## src/rtl/keyboard_cmd_pkg.sv

```systemverilog
// Shared PS/2 keyboard command encodings and scancodes.
// Used by the receiver, the decoder and the downstream game controller.
package keyboard_cmd_pkg;

  localparam logic [1:0] CMD_UP    = 2'b00;
  localparam logic [1:0] CMD_LEFT  = 2'b01;
  localparam logic [1:0] CMD_RIGHT = 2'b10;
  localparam logic [1:0] CMD_ENTER = 2'b11;

  localparam logic [7:0] SC_EXT   = 8'hE0;
  localparam logic [7:0] SC_BRK   = 8'hF0;
  localparam logic [7:0] SC_UP    = 8'h75;
  localparam logic [7:0] SC_LEFT  = 8'h6B;
  localparam logic [7:0] SC_RIGHT = 8'h74;
  localparam logic [7:0] SC_ENTER = 8'h5A;

  typedef enum logic {
    RX_IDLE,
    RX_RECV
  } rx_state_t;

endpackage

```

## src/rtl/keyboard_cmd_ps2_rx.sv

```systemverilog
// PS/2 frame receiver: sync, clock filter, 11-bit frame, timeout.
// Ports: clk, rst(n), ps2_clk, ps2_data -> data_byte, byte_valid, frame_err.
module ps2_rx
  import keyboard_cmd_pkg::*;
#(
  parameter int TIMEOUT_CYCLES = 200000,
  parameter int FILTER_LEN     = 8
) (
  input  logic       clk,
  input  logic       rst,
  input  logic       ps2_clk,
  input  logic       ps2_data,
  output logic [7:0] data_byte,
  output logic       byte_valid,
  output logic       frame_err
);

  localparam int FW = $clog2(FILTER_LEN + 1);
  localparam int TW = $clog2(TIMEOUT_CYCLES + 1);

  logic          clk_m, clk_s, clk_f;
  logic          dat_m, dat_s;
  logic [FW-1:0] flt_cnt;
  logic          flt_accept;
  logic          fall;

  rx_state_t     state, state_n;
  logic [3:0]    bit_cnt;
  logic [7:0]    shift;
  logic          par;
  logic [TW-1:0] tmo;
  logic          timeout;

  // A level change is taken only after FILTER_LEN stable samples.
  assign flt_accept = (clk_s != clk_f)
                    && (flt_cnt == FW'(FILTER_LEN - 1));
  assign fall       = flt_accept && clk_f;
  assign timeout    = (tmo == TW'(TIMEOUT_CYCLES - 1)) && !fall;
  assign data_byte  = shift;

  always_ff @(posedge clk or negedge rst) begin
    if (!rst) begin
      clk_m   <= 1'b1;
      clk_s   <= 1'b1;
      dat_m   <= 1'b1;
      dat_s   <= 1'b1;
      clk_f   <= 1'b1;
      flt_cnt <= '0;
    end else begin
      clk_m <= ps2_clk;
      clk_s <= clk_m;
      dat_m <= ps2_data;
      dat_s <= dat_m;
      if (clk_s == clk_f) begin
        flt_cnt <= '0;
      end else if (flt_accept) begin
        clk_f   <= clk_s;
        flt_cnt <= '0;
      end else begin
        flt_cnt <= flt_cnt + 1'b1;
      end
    end
  end

  always_comb begin
    state_n    = state;
    byte_valid = 1'b0;
    frame_err  = 1'b0;
    unique case (state)
      RX_IDLE: begin
        if (fall && !dat_s) state_n = RX_RECV;
      end
      RX_RECV: begin
        if (fall && bit_cnt == 4'd9) begin
          state_n = RX_IDLE;
          // odd parity over data+parity, stop must be 1
          if ((^{shift, par}) && dat_s) byte_valid = 1'b1;
          else                          frame_err  = 1'b1;
        end else if (timeout) begin
          state_n   = RX_IDLE;
          frame_err = 1'b1;
        end
      end
      default: state_n = RX_IDLE;
    endcase
  end

  always_ff @(posedge clk or negedge rst) begin
    if (!rst) begin
      state   <= RX_IDLE;
      bit_cnt <= '0;
      shift   <= '0;
      par     <= 1'b0;
      tmo     <= '0;
    end else begin
      state <= state_n;
      if (state == RX_RECV && state_n == RX_RECV) begin
        if (fall) begin
          tmo     <= '0;
          bit_cnt <= bit_cnt + 1'b1;
          if (bit_cnt < 4'd8)       shift <= {dat_s, shift[7:1]};
          else if (bit_cnt == 4'd8) par   <= dat_s;
        end else begin
          tmo <= tmo + 1'b1;
        end
      end else begin
        bit_cnt <= '0;
        tmo     <= '0;
      end
    end
  end

endmodule

```

## src/rtl/keyboard_cmd.sv

```systemverilog
// PS/2 keyboard to game command decoder (arrows + enter).
// Ports: clk, rst(n), ps2_clk, ps2_data -> keyboard_signal, key_valid, frame_err.
module keyboard_cmd
  import keyboard_cmd_pkg::*;
#(
  parameter int TIMEOUT_CYCLES = 200000,
  parameter int FILTER_LEN     = 8
) (
  input  logic       clk,
  input  logic       rst,
  input  logic       ps2_clk,
  input  logic       ps2_data,
  output logic [1:0] keyboard_signal,
  output logic       key_valid,
  output logic       frame_err
);

  logic [7:0] rx_byte;
  logic       rx_valid;
  logic       rx_err;
  logic       ext, brk;
  logic       hit;
  logic [1:0] cmd;

  ps2_rx #(
    .TIMEOUT_CYCLES (TIMEOUT_CYCLES),
    .FILTER_LEN     (FILTER_LEN)
  ) u_rx (
    .clk        (clk),
    .rst        (rst),
    .ps2_clk    (ps2_clk),
    .ps2_data   (ps2_data),
    .data_byte  (rx_byte),
    .byte_valid (rx_valid),
    .frame_err  (rx_err)
  );

  always_comb begin
    hit = 1'b0;
    cmd = CMD_UP;
    unique case (1'b1)
      (ext && rx_byte == SC_UP): begin
        hit = 1'b1;
        cmd = CMD_UP;
      end
      (ext && rx_byte == SC_LEFT): begin
        hit = 1'b1;
        cmd = CMD_LEFT;
      end
      (ext && rx_byte == SC_RIGHT): begin
        hit = 1'b1;
        cmd = CMD_RIGHT;
      end
      (rx_byte == SC_ENTER): begin
        hit = 1'b1;
        cmd = CMD_ENTER;
      end
      default: ;
    endcase
  end

  always_ff @(posedge clk or negedge rst) begin
    if (!rst) begin
      ext             <= 1'b0;
      brk             <= 1'b0;
      keyboard_signal <= CMD_UP;
      key_valid       <= 1'b0;
      frame_err       <= 1'b0;
    end else begin
      key_valid <= 1'b0;
      frame_err <= rx_err;
      if (rx_err) begin
        ext <= 1'b0;
        brk <= 1'b0;
      end else if (rx_valid) begin
        if (rx_byte == SC_EXT) begin
          ext <= 1'b1;
        end else if (rx_byte == SC_BRK) begin
          brk <= 1'b1;
        end else begin
          // any non-prefix byte ends the sequence; releases emit nothing
          ext <= 1'b0;
          brk <= 1'b0;
          if (!brk && hit) begin
            key_valid       <= 1'b1;
            keyboard_signal <= cmd;
          end
        end
      end
    end
  end

endmodule

```

## config.mk

```make
export PLATFORM = sky130hd
export DESIGN_NAME = keyboard_cmd
export DESIGN_NICKNAME = d
export VERILOG_FILES = /design/src/rtl/keyboard_cmd_pkg.sv /design/src/rtl/keyboard_cmd_ps2_rx.sv /design/src/rtl/keyboard_cmd.sv
export SDC_FILE = /design/constraint.sdc
export NUM_CORES = 1
export LEC_CHECK = 0
export BUFFER_PORTS_ARGS = -buffer_cell sky130_fd_sc_hd__buf_2
export CORE_UTILIZATION = 41
export DETAILED_ROUTE_END_ITERATION = 12
export PLACE_DENSITY = 0.6
export SETUP_SLACK_MARGIN = 0.05
export SYNTH_ARGS = -nofsm -noshare
export SYNTH_HDL_FRONTEND = slang
export SYNTH_SLANG_ARGS = --single-unit
```

## constraint.sdc

```tcl
create_clock -name clk -period 3.7 [get_ports clk]
set_input_delay 0.925 -clock clk [delete_from_list [all_inputs] [get_ports clk]]
set_output_delay 0.925 -clock clk [all_outputs]
set_load 0.02 [all_outputs]
```

* Word level (Yosys, flattened, before mapping)
Cells that the tools add are included.
** Storage, ports and cells
- Flip-flop bits (word level) :: 47
- Word-level logic and storage cells :: 96
- Output and inout bits :: 4
** Operators by class
- Add/subtract/negate cells :: 3
- Order comparisons :: 1
- Multiplexer cells :: 32
- Bitwise operators :: 6
- Reduce and logical (&&, ||, !) cells :: 23
- Eq/ne operators :: 15
** Operators by type and width (number)
- 2-to-1 mux 18 bit :: 2
- equality test 8 x 7 -> 1 bit, second input constant :: 4
- 2-to-1 mux 1 bit :: 24
- adder 18 x 1 -> 18 bit, second input constant :: 1
- equality test 18 bit, second input constant :: 1
- equality test 8 bit, second input constant :: 2
- 2-to-1 mux 4 bit :: 4
- logical AND 1 bit :: 11
- XOR reduction 9 bit :: 1
- adder 4 x 1 -> 4 bit, second input constant :: 2
- equality test 4 bit, second input constant :: 2
- NOT 1 bit :: 6
- case mux 2 bit (3 select lines) :: 1
- AND reduction 2 bit :: 3
- AND reduction 5 bit :: 1
- equality test 4 x 3 -> 1 bit, second input constant :: 1
- less-than comparator 4 bit, second input constant :: 1
- AND reduction 4 bit :: 1
- OR reduction 4 bit :: 1
- logical NOT 1 bit :: 3
- != test 3 bit, second input constant :: 1
- AND reduction 3 bit :: 1
- != test 2 x 1 -> 1 bit, second input constant :: 1
- != test 2 bit, second input constant :: 1
- other kinds (4) :: 4

* Longest topological paths before layout
Gate-level depths: netlist of the first run.
- Depth in word-level cells :: 10
- Gate-level depth with buffers :: 7

* Cells and area by module
From an unflattened synthesis of the first run, not the netlist that was laid out.
** Unflattened totals
- Cell total of the unflattened synthesis :: 212
- Area, all modules :: 2363.5 sq um
** By module, submodules not included
- ps2_rx :: area an instance 1996.9 sq um, cells an instance 179, times used 1, sequential area each 1032.2 sq um
- keyboard_cmd :: area an instance 366.6 sq um, cells an instance 33, times used 1, sequential area each 150.1 sq um

* Worst setup path before layout of the first run
No wires, ideal clock.
- Path kind :: reg-to-reg
- Start :: reg u_rx.flt_cnt[0]
- End :: reg u_rx.shift[0] (netlist: u_rx.data_byte[0])
- Data required time :: 3575 ps
- Stages on the path, launching flop included :: 6
- Arrival time :: 1683 ps
- Clock period less this slack :: 1808 ps
- Path slack :: 1892 ps
- Cells stage by stage :: dfrtp_1 ha_1 and3b_1 nand2_1 nor3_2 mux2_2
** On the way
- Word-level cells in the longest chain between the ends :: 10
- Elaborated cells on any way between the ends :: 13
** Ends and longest elaborated chain
- start, declared :: RTL line keyboard_cmd_ps2_rx.sv:23 : logic [FW-1:0] flt_cnt;
- start signal, assigned :: RTL line keyboard_cmd_ps2_rx.sv:60 : flt_cnt <= flt_cnt + 1'b1;
- equality test 4 x 3 -> 1 bit * :: RTL line keyboard_cmd_ps2_rx.sv:36 : && (flt_cnt == FW'(FILTER_LEN - 1));
- logical AND 1 bit * :: RTL line keyboard_cmd_ps2_rx.sv:36
- logical AND 1 bit * :: RTL line keyboard_cmd_ps2_rx.sv:37 : assign fall = flt_accept && clk_f;
- logical NOT 1 bit :: RTL line keyboard_cmd_ps2_rx.sv:38 : assign timeout = (tmo == TW'(TIMEOUT_CYCLES - 1)) && !fall;
- logical AND 1 bit :: RTL line keyboard_cmd_ps2_rx.sv:38
- 2-to-1 mux 1 bit :: RTL line keyboard_cmd_ps2_rx.sv:79 : end else if (timeout) begin
- 2-to-1 mux 1 bit :: RTL line keyboard_cmd_ps2_rx.sv:74 : if (fall && bit_cnt == 4'd9) begin
- case mux 1 bit (2 select lines) :: RTL line keyboard_cmd_ps2_rx.sv:69 : unique case (state)
- logical AND 1 bit :: RTL line keyboard_cmd_ps2_rx.sv:97 : if (state == RX_RECV && state_n == RX_RECV) begin
- AND reduction 3 bit (no source line) *
- end signal, assigned :: RTL line keyboard_cmd_ps2_rx.sv:101 : if (bit_cnt < 4'd8) shift <= {dat_s, shift[7:1]};
- end, declared :: RTL line keyboard_cmd_ps2_rx.sv:29 : logic [7:0] shift;
Mark *: on every way between the ends. The rest lies on a longest branch, timed or not.
A chain may end at the register's enable or synchronous reset.

* Worst setup path in the final report of the first run
- Start :: reg u_rx.flt_cnt[0]
- End :: reg u_rx.shift[5] (netlist: u_rx.data_byte[5])
Same word-level chain as after synthesis.

==> results.txt, run 1 <==
The tools report the count of unresolved DRC violations after routing as 0. Buffers inserted to repair hold after CTS numbered 0. The via count normalized by instance count is 5.26. The flow ran to the end, and the final reports show no timing, DRC or antenna violations. Setup repair after global routing left no endpoint under its margin. The largest incremental delay on the critical path is 540 ps. Across the whole layout, storage elements account for 0.00118 mm². The min-delay analysis places its worst path in the category flip-flop to flip-flop.

The distinct cell type count after synthesis is 46, and the worst relative slew slack is 31.1%. The slowest stage of the critical path is the sky130_fd_sc_hd__nor3_2 cell. Entering global routing, the biggest net connects 48 pins. The number of global-route vias before repair is 1498. The post-DP HPWL came out at 2.73 mm.

The run gives 51.5% as the proportion of synthesized chip area in sequential cells. From synthesis to final layout, the design area changed by 8.67%. The run gives 26 as the row count. In this run the static leakage power is 1.08 nW. The net count after synthesis is 219, and the maximum vdd drop is 0.181 mV. The number of antenna violations at the first check in global routing is 0.

The tools report the source of the critical timing path as u_rx.flt_cnt[0]. TritonCTS built the clock tree. Setup violations remaining at the end of the flow were counted as 0. The count of input and output buffers was 7.

In the final routed layout, each cell accounts on average for 13.7 µm. TritonCTS created 5 clock buffers. For hold timing, the worst endpoint is u_rx.clk_s. Adding up every negative setup slack in the final design gives 0 ps. Required time of the critical path: 3890 ps. Sequential cells burn 59.7% of the power. The startpoint identified for the worst register-to-register timing path is u_rx.flt_cnt[0].

The startpoint class of the critical path was a flip-flop. Instance count after placement with tap cells included: 285. During synthesis, Yosys emitted a total of 0 warnings. Traced cell by cell, the critical path runs through ha_1 -> and3b_1 -> nand2_1 -> nor3_2 -> mux2_2. The first detailed-routing pass ran for 4 iterations.

The final layout contains 230 nets. Dividing the final minimum period by the clock period gives 56.5%. The critical path is of the flip-flop to flip-flop type.

The core region is 0.00524 mm². The number of buffers and inverters on the critical path is 0. The die boundary width works out to 76.8 µm.

The top cell types in the final layout, fill and taps aside, are 42 x sky130_fd_sc_hd__dfrtp_1, 31 x sky130_fd_sc_hd__nor2_1, 15 x sky130_fd_sc_hd__nand2_1. The tree is rooted in a sky130_fd_sc_hd__clkbuf_8. The clock passes through at most 2 buffers. For the finished layout, the period the worst path requires is 2090 ps. Clock latency on the worst-skew pair, taken at its later pin, is 300 ps.

The top flip-flop cell by instance count after synthesis was sky130_fd_sc_hd__dfrtp_1. The most common cell after layout, fill and taps aside is sky130_fd_sc_hd__dfrtp_1. For the total number of clock tree sinks, the log shows 47.

The total congestion overflow after global routing was 0. The terminus of the critical flop-to-flop path is u_rx.data_byte[5]. Once layout is complete, the utilization of the core stands at 47.6%. After the flow finishes, the layout carries non-filler instances totaling 293. The synthesized design contains 0 enable-type register cells. Combinational cells account for 6.2% of the total power. The multi-input combinational cells in the finished layout cover a total of 0.00108 mm².

The number of placed I/O pins was 8; the signal arrival time at the worst endpoint was 2270 ps. In this run the register-to-register setup slack is 1610 ps. STA classifies the critical path endpoint as a flip-flop. For the pin with the worst max-slew slack, the measured transition is 1030 ps.

After synthesis, the share of flip-flops with an asynchronous set or reset is 100%. The die covers 0.00590 mm². Net switching is 23.5% of the power. Gates resized during post-CTS repair numbered 0. The power per cell area was 374 mW/mm²; the number of hold violations in the final report was 0.

The clock network is responsible for 34.1% of the overall power. The tool flagged a number of max-cap violations equal to 0. The post-synthesis area per instance works out to 10.9 µm². Summing over every cut layer, the via total after detailed routing is 1541. Routability-driven placement finished with a final weighted congestion of 0.790. The cell family contributing the most delay on the critical path is simple AND/OR/NAND/NOR gates.

The number of antenna diodes was 0; the worst setup skew after layout was 14.3 ps. The logs give 65 for the number of DRC markers in iteration 0 and 0 for the count of buffers added by post-CTS timing repair for setup. The initial utilization of the core area, before any placement, comes to 43.8%. The flip-flop and latch count after synthesis is 47. Overall power consumption after layout is estimated at 0.000933 W.

For the total detailed-routing wirelength, the log shows 4.01 mm. The standard cell area after detailed placement is 0.00240 mm², and the maximum level of the CTS H-tree is 2. For the post-synthesis instance area, the log shows 0.00229 mm². Clock-pin slew was measured on the worst setup and hold paths at 80 ps. The origin of the worst min-delay path was u_rx.clk_m. The switching power came out at 0.000219 W. After filler insertion, the fill cell instance count of the layout stands at 500.

The worst hold path passes through 0 cells. The cell-internal power was 0.000713 W; the proportion of layout cells with a drive suffix above 1 was 15.2%. The run gives 211 as the cell count after synthesis.

In this run the vertical extent of the chip is 76.8 µm. Timing would allow up to 479 MHz. Summing all non-filler instances in the final layout gives an area of 0.00249 mm². Of all nets on the critical path, the largest fanout is 9. The total count of max-transition violations in the final report came out at 0.

The detail route stage leaves a number of antenna-violating nets equal to 0. The cell count of the worst reg-to-reg path is 5. In the global route stage, overall resource usage came out at 15.5%. The first global-routing pass estimated 7.16 mm of wire.
[how the worst max path moves through the flow]
stage	end	cells past startpoint
finish	u_rx.data_byte[5]	5
global route	u_rx.data_byte[3]	5
CTS	u_rx.data_byte[5]	5
detailed placement	u_rx.data_byte[1]	5
global placement	u_rx.data_byte[1]	5
floorplan	u_rx.data_byte[0]	5
[synthesized netlist by cell type, types with 2 or more instances]
cell type,instances,area (µm²)
sky130_fd_sc_hd__a21oi_1,9,45.0
sky130_fd_sc_hd__and3_1,4,25.0
sky130_fd_sc_hd__and4_1,4,35.0
sky130_fd_sc_hd__clkbuf_1,2,7.51
sky130_fd_sc_hd__dfrtp_1,42,1050
sky130_fd_sc_hd__dfstp_2,5,131
sky130_fd_sc_hd__ha_1,4,50.1
sky130_fd_sc_hd__inv_1,4,15.0
sky130_fd_sc_hd__mux2_2,8,90.1
sky130_fd_sc_hd__nand2_1,15,56.3
sky130_fd_sc_hd__nand3_1,13,65.1
sky130_fd_sc_hd__nand3b_1,2,15.0
sky130_fd_sc_hd__nand4_1,6,37.5
sky130_fd_sc_hd__nand4b_1,2,17.5
sky130_fd_sc_hd__nor2_1,31,116
sky130_fd_sc_hd__nor2b_1,4,25.0
sky130_fd_sc_hd__nor3_1,2,10.0
sky130_fd_sc_hd__nor3_2,2,20.0
sky130_fd_sc_hd__nor3b_1,2,15.0
sky130_fd_sc_hd__nor4_1,2,12.5
sky130_fd_sc_hd__nor4bb_1,2,20.0
sky130_fd_sc_hd__xnor2_1,10,87.6
sky130_fd_sc_hd__xnor2_2,2,32.5
sky130_fd_sc_hd__xor2_1,12,105
[power groups by stage]
stage,Clock [W],Sequential (W),Combinational [W]
after floorplan,0,0.000563,0.0000411
after detailed placement,0,0.000567,0.0000604
after global routing,0.000352,0.000560,0.0000681
after CTS,0.000330,0.000557,0.0000602
after global placement,0,0.000566,0.0000608
final,0.000318,0.000557,0.0000579
[logic make-up (layout without fill, tap and decap cells)]
logic type	Yosys count	count (layout)	share of synthesized area, %
simple gates	100	100	24.3
flops	47	47	51.5
xor+xnor	25	25	10.8
compound gates	19	19	5.51
mux	9	9	4.42
buf+inv	7	19	1.31
fa+ha+maj	4	4	2.18
[state kept, by name, indices dropped and copies added (netlist names), 2 cells and up]
register and count:
u_rx.tmo 18, u_rx.bit_cnt 4, keyboard_signal 2, u_rx.data_byte 8, u_rx.flt_cnt 4
[worst reg2reg max path: stages, from the launching register on]
cell and delay [ps]:
sky130_fd_sc_hd__dfrtp_1 380, sky130_fd_sc_hd__ha_1 230, sky130_fd_sc_hd__and3b_1 270, sky130_fd_sc_hd__nand2_1 160
sky130_fd_sc_hd__nor3_2 540, sky130_fd_sc_hd__mux2_2 400
[stage by stage]
step           hold WS, ps  setup WS (ps)
2_1_floorplan          345           1890
3_3_place_gp           349           1700
3_5_place_dp           348           1630
4_1_cts                359           1610
5_1_grt                361           1450
6_report               357           1610
[per-layer routing]
layer  part of all wire (%)  global-route usage, %
met3                    3.1                   3.57
met5                      0                      0
met1                     52                   21.6
met2                     43                   22.8
met4                    1.8                   6.92
[area by class of cell]
type,count,area share (%)
Clock inverter,1,0.201
Inverter,4,0.602
Timing Repair Buffer,7,1.40
Sequential cell,47,47.4
Clock buffer,7,3.46
Tap cell,70,3.51
Multi-Input combinational cell,157,43.4
(Power assumes the default switching activity.)
==> run 2: changes to the inputs <==
clock period = 2.2 ns   (was 3.7 ns; I/O delays follow)
==> run 2 against run 1 <==
Maximum frequency is 8.5% higher. Power grew 68%. Routed wire length fell by 1.6%. Cell count grew 0.68%. Combinational power increased by 74%. Sequential share of layout area fell by 0.52 points. Sequential power increased by 68%. Utilization rose by 0.53 points. Worst setup slack got worse by 1300 ps. Global-route usage down 0.68 points. Design area rose by 1.1%. Non-clock buffer count up 2. Critical path type unchanged.
==> results.txt, run 2 (synthesis gave the netlist of run 1 again) <==
The flow ran to the end, and the final reports show no timing, DRC or antenna violations. The sum of negative setup slack is 0 ps (unchanged), and the final estimated routing congestion in global placement is 0.812 (+2.8%). The total count of max-transition violations in the final report was 0 (unchanged); the height of the chip was 76.8 µm (unchanged). The row count came out at 26 (unchanged).

The number of vias in the routed layout was 1578 (+2.4%); the number of violations of the max-capacitance limit was 0 (unchanged). The detail-routed net length per standard cell is 13.4 µm (-2.3%). The logs give 0 (unchanged) for the final count of negative-setup-slack endpoints and 6.89 mm (-3.7%) for the global-route wire length before repair. TritonCTS built the clock tree.

The number of placed I/O pins was 8 (unchanged). The run gives 47 (unchanged) as the total number of clock tree sinks. The logs give 0 (unchanged) for the post-cts hold buffer count and 0 (unchanged) for the residual antenna-violating net count after detailed routing. The number of hold violations in the final report is 0 (unchanged), and the synthesis-to-layout area growth is 9.87%.

The most common cell after layout, fill and taps aside is sky130_fd_sc_hd__dfrtp_1. The logs give 2.78 mm (+2.0%) for the post-DP HPWL and 0.00590 mm² (unchanged) for the area of the die. The largest incremental delay on the critical path came out at 450 ps (-90 ps). The tools report the count of unresolved DRC violations after routing as 0 (unchanged).

The number of buffers and inverters on the critical path was 0 (unchanged); the number of flip-flops under the largest register name was 18 (unchanged). The run gives 2120 ps (-150 ps) as the signal arrival time at the worst endpoint. The number of antenna diodes was 0 (unchanged).

The shortest clock period the worst path allows after layout was 1920 ps (-164 ps); the total detailed-routing wirelength was 3.94 mm (-1.6%). Initial core utilization: 43.8% (unchanged). The leakage power of the design came out at 1.09 nW (+1.4%). The path class of the tightest hold or removal check is primary input to async pin.

The maximum level of the CTS H-tree is 2 (unchanged), and the TritonCTS buffer count is 5 (unchanged). The number of nets in the layout was 232 (+0.87%). For the worst relative slew slack, the log shows 63.7% (+33 points).

The number of antenna violations at the first check in global routing was 0 (unchanged); the number of iterations in the first detailed-routing pass was 6 (+2). The number of DRC markers in iteration 0 is 84 (+29%). The register clock-pin slew on the reported worst setup and hold paths came out at 90 ps (about the same). The tree is rooted in a sky130_fd_sc_hd__clkbuf_8. Period utilization: 87.5% (+31 points). Grouping stages by cell kind, the critical path spends the most delay in XOR/XNOR gates. The via count normalized by instance count works out to 5.35 (+1.7%).

The maximum net fanout on the critical path came out at 5 (-4). In the layout the commonest cells are 42 x sky130_fd_sc_hd__dfrtp_1, 31 x sky130_fd_sc_hd__nor2_1, 15 x sky130_fd_sc_hd__nand2_1. The maximum count of clock buffers along a single path is 2 (unchanged), and the maximum vdd drop is 0.246 mV (+36%). Fmax: 520 MHz (+8.5%). Capturing element type of the critical path: a flip-flop. The worst hold slack was 229 ps (-128 ps); the slew at the pin closest to its max-slew limit was 545 ps (-488 ps).

The cell at the slowest stage of the critical path is sky130_fd_sc_hd__xnor3_1. The count of input and output buffers is 7 (unchanged). Traced cell by cell, the critical path runs through xnor2_1 -> xnor3_1 -> xnor2_2 -> nand4_1 -> mux2_1.

The total congestion overflow after global routing was 0 (unchanged). The register with the most flip-flops is u_rx.tmo. STA classifies the critical path startpoint as a flip-flop. The critical path in this run is classified as flip-flop to flip-flop. The logs give 300 ps (about the same) for the clock latency at the later pin of the worst-skew pair and 0.00156 W (+68%) for the overall power consumption. The count of buffers added by post-CTS timing repair for setup is 0 (unchanged). The total core area was 0.00524 mm² (unchanged); the power per cell area was 621 mW/mm² (+66%). Setup repair after global routing left no endpoint under its margin. For the required time of the critical path, the log shows 2390 ps (-1500 ps). The global-route usage over all layers was 14.8% (-0.68 points). The final cell utilization of the core came out at 48.1% (+0.53 points). The proportion of layout cells with a drive suffix above 1 came out at 16.0% (+0.75 points).

Die boundary width: 76.8 µm (unchanged). The run gives 0 (unchanged) as the number of gates given a new drive strength after cts. The maximum number of pins on one net before global-route repair is 25 (-48%). The logs give 1492 (-0.40%) for the number of global-route vias before repair and 12.2 ps (-2.12 ps) for the worst setup skew after layout.
==> run 2: power by group <==
group | internal [W] | total, W | switching (W) | leakage [nW]
registers | 0.000906 | 0.000935 | 0.0000292 | 0.637
logic | 0.0000428 | 0.000101 | 0.0000587 | 0.407
clock network | 0.000254 | 0.000528 | 0.000274 | 0.0482
total | 0.00120 | 0.00156 | 0.000362 | 1.09
==> run 2: cell type report <==
cell class / instances / area [µm²]
Fill cell: 509 / 2720
Sequential cell: 47 / 1180
Inverter: 4 / 15.0
Clock buffer: 7 / 86.3
Clock inverter: 1 / 5.00
Multi-Input combinational cell: 157 / 1080
Tap cell: 70 / 87.6
Timing Repair Buffer: 9 / 62.6
==> run 2: worst paths after layout <==
| kind | cells past startpoint | endpoint | start | slack (ps) |
|---|---|---|---|---|
| worst max-delay path | 5 | keyboard_signal[1] | u_rx.data_byte[3] | 280 |
| worst min-delay path | 1 | u_rx.flt_cnt[3] | rst | 230 |
| worst max register to register | 5 | keyboard_signal[1] | u_rx.data_byte[3] | 280 |
| worst min register to register | 0 | u_rx.clk_s | u_rx.clk_m | 350 |
| max in group asynchronous | 2 | u_rx.dat_s | rst | 1380 |
| min in group clk | 0 | u_rx.clk_s | u_rx.clk_m | 350 |
==> run 2: metrics by stage <==
step | cells | instance area, µm² | setup slack, ps
after detailed placement | 287 | 2430 | 262
after global placement | 287 | 2430 | 263
after CTS | 295 | 2520 | 266
after global routing | 295 | 2520 | 149
after floorplan | 211 | 2290 | 392
final | 295 | 2520 | 275
==> run 2: layer usage <==
metal,track usage (%),routed length (µm)
met1,20.8,1980
met2,22.1,1780
met3,3.69,132
met4,5.19,55
met5,0,0
==> run 3: changes to the inputs <==
clock period = 1.8 ns   (was 2.2 ns; I/O delays follow)
==> run 3 against run 2 <==
The flow now finishes with violations (setup timing). Sequential cell count unchanged. Non-clock buffer count increased by 30. Critical path depth unchanged. Routed wire length increased by 16%. Worst hold slack got worse by 120 ps. Largest power group unchanged.
==> results.txt, run 3 (synthesis gave the netlist of run 1 again) <==
The total core area is 0.00524 mm² (unchanged). The library cell used most frequently in the layout, excluding fill and tap cells, is sky130_fd_sc_hd__dfrtp_1. The tools report the startpoint of the most critical register-to-register path as u_rx.data_byte[4]. The instance count after placement with tap cells included is 312 (+8.7%), and the worst setup skew after layout is 9.33 ps (-2.89 ps). The maximum vdd drop was 0.379 mV (+54%); the worst-case setup margin in the final layout was -36.5 ps (-312 ps). Shortest clock period the worst path allows after layout: 1840 ps (-88.2 ps). The via count normalized by instance count came out at 5.16 (-3.5%). For the residual antenna-violating net count after detailed routing, the log shows 0 (unchanged). For the maximum level of the CTS H-tree, the log shows 2 (unchanged). The tools report the signal arrival time at the worst endpoint as 2030 ps (-90 ps). The number of vias in the routed layout came out at 1678 (+6.3%).

u_rx.tmo holds more flip-flops than any other register. The die boundary width came out at 76.8 µm (unchanged). Setup repair after global routing could not meet its margin everywhere. TritonCTS built the clock tree. The global-route wire length before repair is 7.56 mm (+9.6%).

The number of global-route vias before repair came out at 1674 (+12%). The detail-routed net length per standard cell was 14.1 µm (+5.2%); the number of placed I/O pins was 8 (unchanged). The flow ran to the end, but the final reports show violations. The class of the worst hold path was primary input to async pin.

The total congestion overflow after global routing is 0 (unchanged), and the height of the chip is 76.8 µm (unchanged). The leakage power of the design came out at 1.30 nW (+19%). STA classifies the critical path endpoint as a flip-flop. Final count of negative-setup-slack endpoints: 1 (+1). The tools report the final-layout fill cell count as 463 (-9.0%). The number of flip-flops under the largest register name is 18 (unchanged).

For the fmax, the log shows 545 MHz (+4.8%). The initial core utilization was 43.8% (unchanged); the row count was 26 (unchanged). The standard cell area after detailed placement was 0.00265 mm² (+9.0%); the period utilization was 102% (+15 points). The tools report the number of violations of the max-capacitance limit as 0 (unchanged). For the worst hold slack, the log shows 113 ps (-116 ps). The maximum count of clock buffers along a single path was 2 (unchanged).

The tools report the number of iterations in the first detailed-routing pass as 4 (-2). The power per cell area is 709 mW/mm² (+14%), and the synthesis-to-layout area growth is 29.7%. Total count of max-transition violations in the final report: 0 (unchanged).

The top cell types in the final layout, fill and taps aside, are 39 x sky130_fd_sc_hd__dfrtp_1, 28 x sky130_fd_sc_hd__buf_4, 22 x sky130_fd_sc_hd__nor2_1. The area of the die came out at 0.00590 mm² (unchanged). The logs give 0 (unchanged) for the number of antenna violations at the first check in global routing and 0.00211 W (+35%) for the overall power consumption. The critical path starts at u_rx.data_byte[4]. The logs give 4.57 mm (+16%) for the total detailed-routing wirelength and 262 (+13%) for the number of nets in the layout.

The tools report the required time of the critical path as 1990 ps (-400 ps). For the TritonCTS buffer count, the log shows 5 (unchanged). The tools report the number of DRC markers in iteration 0 as 78 (-7.1%).

The worst relative slew slack was 76.8% (+13 points); the summed area of non-filler cells in the final layout was 0.00298 mm² (+18%). The post-DP HPWL was 2.92 mm (+5.1%); the final estimated routing congestion in global placement was 0.746 (-8.1%). The multi-input combinational cell area is 0.00124 mm² (+15%), and the count of unresolved DRC violations after routing is 0 (unchanged). The proportion of layout cells with a drive suffix above 1 was 38.0% (+22 points); the maximum net fanout on the critical path was 6 (+1).

The tools report the total area of sequential cells as 0.00119 mm² (+0.32%). The tools report the buffer cell driving the clock tree root as sky130_fd_sc_hd__clkbuf_8. The slew at the pin closest to its max-slew limit came out at 346 ps (-199 ps). The worst setup path is launched from a flip-flop. For the number of antenna diodes, the log shows 0 (unchanged). The global-route usage over all layers came out at 16.1% (+1.2 points). The checks that failed: setup timing. For the final non-filler cell total, the log shows 325 (+10%). The number of hold violations in the final report was 0 (unchanged); the count of input and output buffers was 7 (unchanged). The register clock-pin slew on the reported worst setup and hold paths is 90 ps (about the same). The maximum number of pins on one net before global-route repair is 48 (+92%).

The critical path in this run is classified as flip-flop to flip-flop. The logs give 21.2 ps (-240 ps) for the pre-CTS setup slack and 300 ps (about the same) for the clock latency at the later pin of the worst-skew pair. For the total number of clock tree sinks, the log shows 47 (unchanged).
[run 3: cell types whose count changed in the layout (fill, tap and decap cells not counted), moves of 3 or more]
cell	change
sky130_fd_sc_hd__buf_4	+27
sky130_fd_sc_hd__dfrtp_1	-3
sky130_fd_sc_hd__dfrtp_2	+3
sky130_fd_sc_hd__nand2_1	-3
sky130_fd_sc_hd__nor2_1	-9
sky130_fd_sc_hd__nor2_2	+5
sky130_fd_sc_hd__nor2_4	+4
[run 3: per-stage QoR]
stage / util [%] / setup TNS (ps)
finish: 56.8 / -36.5
CTS: 53.5 / 0
global placement: 50.6 / 0
global route: 56.8 / -729
floorplan: - / 0
detailed placement: 50.6 / 0
[run 3: final timing paths]
path,endpoint,slack (ps),cells after the start
worst max-delay path,keyboard_signal[1],-40,5
worst min register to register,u_rx.clk_s,360,0
max in group asynchronous,u_rx.dat_s,1400,2
worst min-delay path,u_rx.tmo[2],110,2
min in group clk,u_rx.dat_m,240,1
worst max register to register,keyboard_signal[1],-40,5
[run 3: worst max-delay path, stage by stage (launching register included)]
cell	delay, ps
sky130_fd_sc_hd__dfrtp_2	460
sky130_fd_sc_hd__xnor2_2	180
sky130_fd_sc_hd__xnor3_1	440
sky130_fd_sc_hd__xnor2_2	180
sky130_fd_sc_hd__nand4_1	140
sky130_fd_sc_hd__mux2_1	330
[run 3: layout make-up]
cell class | count | area share, %
timing repair buffer | 39 | 11.1
inverter | 4 | 0.504
multi-input combinational | 157 | 41.7
clock buffer | 6 | 2.77
sequential | 47 | 39.8
tap | 70 | 2.94
clock inverter | 2 | 1.18
[run 3: timing repair]
action,CTS,global route
hold buffers,0,0
pin swaps,1,13
gates cloned,0,1
setup buffers,0,4
setup endpoints to repair,12,34
hold endpoints to repair,0,0
resized for setup,7,31
[run 3: routing by layer]
layer | track usage, % | share of wire, %
met1 | 21.5 | 49
met2 | 25.4 | 48
met3 | 3.93 | 2.2
met4 | 5.19 | 1.3
met5 | 0 | 0
[run 3: where the power goes]
| part | leakage (nW) | internal, W | total, W | switching, W |
|---|---|---|---|---|
| combinational | 0.606 | 0.0000791 | 0.000164 | 0.0000845 |
| clock | 0.0612 | 0.000450 | 0.000806 | 0.000356 |
| sequential | 0.632 | 0.00111 | 0.00114 | 0.0000351 |
